### config.mk
export PLATFORM = sky130hd
export DESIGN_NAME = serial_comparator_seq
export DESIGN_NICKNAME = d
export VERILOG_FILES = /design/src/rtl/serial_comparator_seq.sv
export SDC_FILE = /design/constraint.sdc
export NUM_CORES = 1
export LEC_CHECK = 0
export CORE_MARGIN = 4
export CORE_UTILIZATION = 25
export CTS_BUF_LIST = sky130_fd_sc_hd__clkbuf_16
export CTS_CLUSTER_DIAMETER = 120
export CTS_CLUSTER_SIZE = 24
export DETAILED_ROUTE_END_ITERATION = 10
export GPL_TIMING_DRIVEN = 1
export PLACE_DENSITY = 0.57
export SLEW_MARGIN = 20
export SYNTH_ARGS = -nofsm -noshare
export SYNTH_HDL_FRONTEND = slang
export SYNTH_SLANG_ARGS = --single-unit
### constraint.sdc
create_clock -name clk -period 3.8 [get_ports clk]
set_input_delay 0.57 -clock clk [delete_from_list [all_inputs] [get_ports clk]]
set_output_delay 0.57 -clock clk [all_outputs]
set_load 0.05 [all_outputs]
### src/rtl/serial_comparator_seq.sv
// rtl/serial_comparator_seq.sv - byte-serial magnitude comparator, LSB first, with l/e/g cascade.
// Optional SIGNED_MSB_EN: the final (most significant) byte is compared as signed.
module serial_comparator_seq #(
    parameter int NBYTES = 4
) (
    input  logic       clk,
    input  logic       reset,
    input  logic       start,
    input  logic       l_in,
    input  logic       e_in,
    input  logic       g_in,
    input  logic [7:0] a_byte,
    input  logic [7:0] b_byte,
    input  logic       byte_valid,
    output logic       byte_ready,
    output logic       busy,
    output logic       done,
    output logic       lt,
    output logic       et,
    output logic       gt
);

    localparam int CW = $clog2(NBYTES) + 1;
    localparam logic [CW-1:0] CNT_LAST = CW'(NBYTES - 1);
    localparam logic [CW-1:0] CNT_MAX  = CW'(NBYTES);

    // Cascade and result encoding is one-hot {lt, eq, gt}
    localparam logic [2:0] C_LT = 3'b100;
    localparam logic [2:0] C_EQ = 3'b010;
    localparam logic [2:0] C_GT = 3'b001;

    typedef enum logic [1:0] {
        IDLE = 2'd0,
        RUN  = 2'd1,
        DONE = 2'd2
    } state_t;

    state_t          state_q, state_d;
    logic [CW-1:0]   cnt_q, cnt_d;
    logic [2:0]      casc_q, casc_d;
    logic [2:0]      res_q, res_d;
    logic            last_byte;
    logic            a_gt;
    logic            a_lt;

    assign last_byte = (cnt_q == CNT_LAST);

    always_comb begin
        a_gt = (a_byte > b_byte);
        a_lt = (a_byte < b_byte);
`ifdef SIGNED_MSB_EN
        if (last_byte) begin
            a_gt = ($signed(a_byte) > $signed(b_byte));
            a_lt = ($signed(a_byte) < $signed(b_byte));
        end
`else
`endif
    end

    always_comb begin
        state_d = state_q;
        cnt_d   = cnt_q;
        casc_d  = casc_q;
        res_d   = res_q;
        case (state_q)
            IDLE: begin
                if (start) begin
                    state_d = RUN;
                    cnt_d   = '0;
                    if (g_in)      casc_d = C_GT;
                    else if (l_in) casc_d = C_LT;
                    else           casc_d = C_EQ;
                end
            end
            RUN: begin
                if (byte_valid) begin
                    if (a_gt)      casc_d = C_GT;
                    else if (a_lt) casc_d = C_LT;
                    if (cnt_q < CNT_MAX) cnt_d = cnt_q + 1'b1;
                    // Result is captured on entry to DONE so it is visible alongside done
                    if (last_byte) begin
                        state_d = DONE;
                        res_d   = casc_d;
                    end
                end
            end
            DONE: begin
                state_d = IDLE;
            end
            default: begin
                state_d = IDLE;
            end
        endcase
    end

    always_ff @(posedge clk) begin
        if (reset) begin
            state_q <= IDLE;
            cnt_q   <= '0;
            casc_q  <= C_EQ;
            res_q   <= 3'b000;
        end else begin
            state_q <= state_d;
            cnt_q   <= cnt_d;
            casc_q  <= casc_d;
            res_q   <= res_d;
        end
    end

    assign byte_ready = (state_q == RUN);
    assign busy       = (state_q == RUN);
    assign done       = (state_q == DONE);
    assign lt         = res_q[2];
    assign et         = res_q[1];
    assign gt         = res_q[0];

endmodule

After elaboration in Yosys (flattened, before gate mapping) --
Index checks and enable logic that the tools add are counted.
Word-level totals: word-level logic and storage cells 36, register bits after elaboration 11
Operators by class: magnitude comparators 3, equality and inequality tests 7, mux-type cells 15, reduce and logical (&&, ||, !) cells 6, $add $sub $neg 1
Operators with widths (number):
- 2-to-1 mux 3 bit | 9
- case mux 3 bit (2 select lines) | 2
- AND reduction 3 bit | 3
- > comparator 8 bit | 1
- < comparator 8 bit | 1
- 2-to-1 mux 2 bit | 3
- inequality test 2 x 1 -> 1 bit (second input constant) | 2
- inequality test 2 bit (second input constant) | 2
- case mux 2 bit (2 select lines) | 1
- AND reduction 4 bit | 1
- adder 3 x 1 -> 3 bit (second input constant) | 1
- equality test 3 x 2 -> 1 bit (second input constant) | 1
- < comparator 3 bit (second input constant) | 1
- equality test 2 x 1 -> 1 bit (second input constant) | 1
- equality test 2 bit (second input constant) | 1
- zero test 2 bit | 1
- nonzero test 2 bit | 1

Logic depth before layout (Yosys ltp) --
Gate-level depths: netlist of run 1.
depth in word-level cells 5, mapped depth 7, gate-level depth less buffers 7

Worst setup path after synthesis of run 1 --
OpenSTA, ideal clock, no wires.
kind input-to-reg, start input port b_byte[6], end register res_q[2], buffers on the path 0, stages 7, setup slack 2.020 ns, library setup time 0.079 ns, data arrival time 1.700 ns, path through inv_1 -> ha_1 -> a21o_1 -> a21oi_1 -> nand4_1 -> o311a_1 -> a211oi_2
On the way: word-level cells in the longest chain between the ends 3, elaborated cells between the ends (all ways) 4, classes of those cells 2 x order compare; 2 x mux
RTL lines:
- from (decl) | line 13 | input logic [7:0] b_byte,
- < comparator 8 bit | line 50 | a_lt = (a_byte < b_byte);
- 2-to-1 mux 3 bit | line 78 | else if (a_lt) casc_d = C_LT;
- 2-to-1 mux 3 bit (*) | line 77 | if (a_gt) casc_d = C_GT;
- to (signal assigned) | line 106 | res_q <= res_d;
- to (decl) | line 41 | logic [2:0] res_q, res_d;
Mark *: on every way between the ends. The rest lies on a longest branch, timed or not. A chain may end at the register's enable or synchronous reset.

Worst setup path after layout of run 1 --
start register state_q[0], end output port byte_ready
On the way: word-level cells in the longest chain between the ends 1
RTL lines:
- from (decl) | line 38 | state_t state_q, state_d;
- from (signal assigned) | line 103 | state_q <= state_d;
- equality test 2 x 1 -> 1 bit | line 110 | assign byte_ready = (state_q == RUN);
- to (decl) | line 15 | output logic byte_ready,
Every way passes these cells.

==> results.toml, run 1 <==
[status]
status = "finished clean"

[placement]
place_inst = 162
hpwl_um = 1508
portBuffers = 27
gp_congestion = 0.7059

[cts]
cts_sinks = 11
ctsResizeCount = 0
cts_setup_buffers = 0
path_clk_slew_ns = 0.04
insertion_delay_ns = 0.24
hold_buffers = 0
clk_path_buf_depth = 2
cts_max_level = 1
cts-root-buf = "clkbuf_16"
numCtsBuffers = 3
cts_tree = "yes"

[logic_synthesis]
synth.distinct_cells = 35
syn-num-nets = 127
ys_ff_latch = 11
ys_seq_area_share_pct = 27.94
synthCells = 94
netlist_top_cells_area = "dfxtp_1 28%, ha_1 16%, inv_1 4.8%"
syn_area_um2 = 788.3
syn_area_per_cell_um2 = 8.386
yosys.area.top_type = "dfxtp_1"
ys_warn_count = 0
yosysTopAreaCellShare_pct = 27.94

[sta]
final.min_clock_period_ns = 2.358
slew_viol_final = 0
fin_worst_skew_ns = 0.001402
maxSlewHeadroom_pct = 65.80
max_clock_freq_ghz = 0.4242
setup_tns_ns = 0
finalSetupViolations = 0
rsz0062_at_grt = "no"
worst_slew_pin_slew_ns = 0.5114
timing_hold_violations_final = 0
hold_ws_ns = 0.4607
fin_crit_sh_pct = 62.04

[global_route]
grt_usage_pct = 10.18
grt_pass1_wl_um = 3201
grt_pass1_vias = 729
gr-total-overflow = 0
antenna_found_initial = 0
grt_max_degree = 14

[min_path]
hold_start = "res_q[1]"
hold_path_class = "reg2reg"
holdPathEnd = "res_q[1]"
worstHoldPathCells = 2

[floorplan]
die_h_um = 64.15
rows = 20
io_pins = 29
die_width_um = 64.15
core_area_mm2 = 0.003028
initial_core_util_pct = 26.03
dieArea_mm2 = 0.004115

[worst_setup_path]
reg2reg_to = "casc_q[2]"
cp.required_ns = 3.23
cp_cell_sequence = "nand2b_4 > inv_2 > clkdlybuf4s50_1"
slowest_delay_ns = 0.82
setup.worst_path.end_class = "output pin"
worstPathArrival_ns = 1.79
crit_type = "reg2out"
cp_slowest_cell = "clkdlybuf4s50_1"
start_kind = "flip-flop"
r2r-start = "state_q[0]"
ff2ff_setup_slack_ns = 2.33
ff2ff_path_depth = 5
crit_fanout = 9

[detailed_routing]
ant_nets = 0
drt_iter0_markers = 28
wl_per_cell_um = 11.60
first_pass_iters = 4
wirelength_um = 1926
vias_per_cell = 4.584
remaining_drc_errors = 0
num_vias = 761

[final_layout]
drive_above_1_share_pct = 9.016
fillCellCount = 318
area.growth.synth_to_final_pct = 48.41
n_antenna_cell = 0
stdcell_count = 166
final_core_util_pct = 38.64
nNetsFinal = 156

[job]
cap_violations = 0

[pwr]
powerDensity_mw_per_mm2 = 340.7
leakagePower_uw = 0.0004860
power_uw = 398.6
peakVddDrop_uv = 157.1
[cells in the mapped netlist, drive strengths merged]
cell    count
a211oi      1
a21o        2
a21oi       8
a221o       1
a31oi       1
and3        2
buf         2
clkbuf      1
dfxtp      11
ha         10
inv        12
nand2       7
nand2b      4
nand3       6
nand3b      3
nand4       2
nor2        4
nor2b       2
nor3        1
o21a        1
o21ai       5
o21bai      1
o22ai       1
o311a       1
o311ai      1
o31a        1
o31ai       2
or2b        1
[metal layers]
metal	share of wire [%]	up-vias	wire length, um	track usage (%)
met3	9.3	4	180	4.569
met1	41	343	792	11.53
met5	0	-	0	0
met2	47	25	909	15.87
met4	2.2	0	42	5.541
li1	-	389	-	-
[cells by family (layout without fill, tap and decap cells)]
group	after synthesis	count (layout)	synth area share, %
buffers and inverters	15	43	8.572
and+or+nand+nor	32	32	24.29
AOI/OAI and AO/OA	26	26	23.33
DFF	11	11	27.94
adders and majority gates	10	10	15.87
[per-stage QoR]
step                      instance area [um^2]  worst slack (ns)
after floorplan                          788.3             2.020
final                                     1170             1.442
after detailed placement                  1091             1.377
after global routing                      1170             1.370
after global placement                    1091             1.432
after CTS                                 1170             1.439
[final cells by class]
cell class                 count  area [um^2]  area share [%]
multi-input combinational     68        500.5           42.78
sequential                    11        220.2           18.82
inverter                      12        45.04           3.850
tap                           44        55.05           4.706
clock inverter                 1        3.754          0.3209
timing repair buffer          27        270.3           23.10
clock buffer                   3        75.07           6.417
[power by group]
| group | switching (uW) | total (uW) | internal, uW |
|---|---|---|---|
| sequential | 5.02 | 126 | 121 |
| clock | 51.0 | 189 | 138 |
| combinational | 39.7 | 83.3 | 43.6 |
[placed cells by master (no fill, tap or decap)]
| cell | instances |
|---|---|
| inv_1 | 11 |
| nand2b_4 | 2 |
| o21bai_1 | 1 |
| clkbuf_16 | 3 |
| nor2_2 | 1 |
| o31a_1 | 1 |
| o21ai_0 | 3 |
| nand2b_1 | 2 |
| nand2_1 | 7 |
| ha_1 | 10 |
| inv_2 | 2 |
| a21oi_4 | 1 |
| o22ai_1 | 1 |
| clkdlybuf4s50_1 | 27 |
| nand4_1 | 2 |
| o311a_1 | 1 |
| nand3_1 | 5 |
| a221o_1 | 1 |
| and3_1 | 2 |
| a21o_1 | 2 |
| o31ai_1 | 2 |
| or2b_1 | 1 |
| o21ai_1 | 2 |
| dfxtp_1 | 11 |
| nor2b_1 | 2 |
| nor2_1 | 3 |
| nor3_1 | 1 |
| o311ai_1 | 1 |
| nand3_2 | 1 |
| a31oi_1 | 1 |
| a21oi_1 | 7 |
| nand3b_1 | 3 |
| o21a_1 | 1 |
| a211oi_2 | 1 |
[worst max path at each step]
| stage | endpoint | cells past startpoint | startpoint | slack [ns] |
|---|---|---|---|---|
| final | byte_ready | 3 | state_q[0] | 1.44 |
| after global routing | byte_ready | 3 | state_q[0] | 1.37 |
| after CTS | byte_ready | 3 | state_q[0] | 1.44 |
| after detailed placement | casc_q[0] | 7 | b_byte[4] | 1.38 |
| after global placement | res_q[2] | 8 | b_byte[6] | 1.43 |
| after floorplan | res_q[2] | 7 | b_byte[6] | 2.02 |
[state kept, by name (all words and copies together) (netlist names)]
name	flops
cnt_q	3
state_q	2
casc_q	3
res_q	3
[worst max-delay path: cells and delay by family (launching register included)]
| kind | cells | cell delay [ns] |
|---|---|---|
| buf+inv | 2 | 0.93 |
| simple gates | 1 | 0.11 |
| flops | 1 | 0.51 |
No activity file was read; power rests on OpenSTA's default activity.
==> run 2: changes to the inputs <==
PLACE_DENSITY = 0.59   (was 0.57)
clock period = 1.95 ns   (was 3.8 ns; I/O delays follow)
==> run 2 against run 1 <==
  * Count of clock-buffer cells in the layout is the same
  * Clock power rose by 100%
  * Sequential share of layout area decreased by 0.77 points
  * Register-to-register slack lost 1.8 ns
  * Combinational power rose by 120%
  * Critical path type is now in2reg
==> results.toml, run 2 (same netlist as run 1, synthesis figures left out) <==
[status]
status = "finished clean"

[final_layout]
final_core_util_pct = 40.29
stdcell_count = 173
seqCellArea_um2 = 220.2
area.growth.synth_to_final_pct = 54.76
nNetsFinal = 163
multi_input_area_um2 = 504.2
reg_top3 = "casc_q (3), cnt_q (3), res_q (3)"
final_cell_mix = "24 x clkdlybuf4s50_1, 11 x dfxtp_1, 10 x inv_1, 10 x ha_1, 10 x buf_4"
n_antenna_cell = 0
fillCellCount = 325
drive_above_1_share_pct = 17.83
layout_commonest_cell = "clkdlybuf4s50_1"

[pwr]
pwr-share-clk_pct = 47.2
p_switching_uw = 197.8
p_int_uw = 607.6
share_comb_of_total_power_pct = 22.3
powerDensity_mw_per_mm2 = 660.2
power_uw = 805.4
leakagePower_uw = 0.0005231
p_seq_share_pct = 30.5
swShare_pct = 24.56
peakVddDrop_uv = 381.4

[detailed_routing]
drt_iter0_markers = 12
wl_per_cell_um = 10.92
wirelength_um = 1890
ant_nets = 0
first_pass_iters = 4
num_vias = 796
vias_per_cell = 4.601
remaining_drc_errors = 0

[global_route]
grt_busiest_layer = "met2"
antenna_found_initial = 0
grt_usage_pct = 10.03
grt.met2_usage_pct = 17.68
met1_usage_pct = 11.19
grt_max_degree = 13
grtUsageMet3_pct = 2.988
grt_pass1_vias = 751
gr-total-overflow = 0
grt_pass1_wl_um = 3243

[worst_setup_path]
start_kind = "input pin"
worstPathArrival_ns = 1.97
cp.required_ns = 2.11
crit_fanout = 4
setup.worst_path.end_class = "flip-flop"
crit_type = "in2reg"

[cts]
clk_path_buf_depth = 2
cts_setup_buffers = 0
numCtsBuffers = 3
ctsResizeCount = 0
cts_sinks = 11
cts-root-buf = "clkbuf_16"
cts_max_level = 1
hold_buffers = 0
cts_tree = "yes"
path_clk_slew_ns = 0.04
insertion_delay_ns = 0.24

[job]
cap_violations = 0

[sta]
fin_crit_sh_pct = 92.57
hold_ws_ns = 0.4656
slew_viol_final = 0
setup_tns_ns = 0
final.min_clock_period_ns = 1.805
rsz0062_at_grt = "no"
fin_worst_skew_ns = 0.0005036
timing_hold_violations_final = 0
maxSlewHeadroom_pct = 65.26
finalSetupViolations = 0
max_clock_freq_ghz = 0.5540
worst_slew_pin_slew_ns = 0.5194

[floorplan]
dieArea_mm2 = 0.004115
io_pins = 29
die_width_um = 64.15
rows = 20
core_area_mm2 = 0.003028
die_h_um = 64.15
initial_core_util_pct = 26.03

[placement]
gp_congestion = 0.7632
portBuffers = 27
place_inst = 169
hpwl_um = 1558

[min_path]
hold_path_class = "reg2reg"
[run 2: cell types whose count changed in the layout (fill, tap and decap cells not counted), sizes merged]
| cell | before | now |
|---|---|---|
| clkdlybuf4s50 | 27 | 24 |
| inv | 13 | 12 |
| clkinv | 0 | 1 |
| buf | 0 | 10 |
[run 2: worst max-delay path, cell delays in order]
cell and delay [ns]:
clkdlybuf4s50_1 0.45, inv_1 0.04, ha_1 0.28, a21o_1 0.19
a21oi_2 0.15, nand4_1 0.18, o311a_1 0.18, a211oi_2 0.21
[run 2: metal layers]
metal	routed length [um]	vias to the layer above
li1	-	402
met1	765	376
met2	1023	14
met3	62	4
met4	38	0
met5	0	-
[run 2: worst paths after layout]
| kind | start | to | slack [ns] | depth (start not counted) |
|---|---|---|---|---|
| min reg2reg | res_q[1] | res_q[1] | 0.47 | 2 |
| max | b_byte[6] | res_q[2] | 0.14 | 8 |
| min | res_q[1] | res_q[1] | 0.47 | 2 |
| max reg2reg | state_q[0] | casc_q[2] | 0.50 | 5 |
[run 2: through the flow]
stage | instance area (um^2) | setup slack (ns)
after detailed placement | 1136 | -0.1323
after CTS | 1216 | 0.1189
after floorplan | 788.3 | 0.4477
after global routing | 1220 | 0.02132
after global placement | 1136 | -0.1230
final | 1220 | 0.1448
[run 2: cell type report]
class	count	share of cell area [%]
Sequential cell	11	18.05
Clock buffer	3	6.154
Inverter	12	3.692
Multi-Input combinational cell	68	41.33
Clock inverter	1	0.4103
Tap cell	44	4.513
Timing Repair Buffer	34	25.85
[run 2: power by group through the flow]
stage	clock network, uW	logic (uW)	registers [uW]
6_report	380	180	246
5_1_grt	400	200	247
4_1_cts	383	180	246
3_5_place_dp	0	178	250
3_3_place_gp	0	175	249
2_1_floorplan	0	102	244
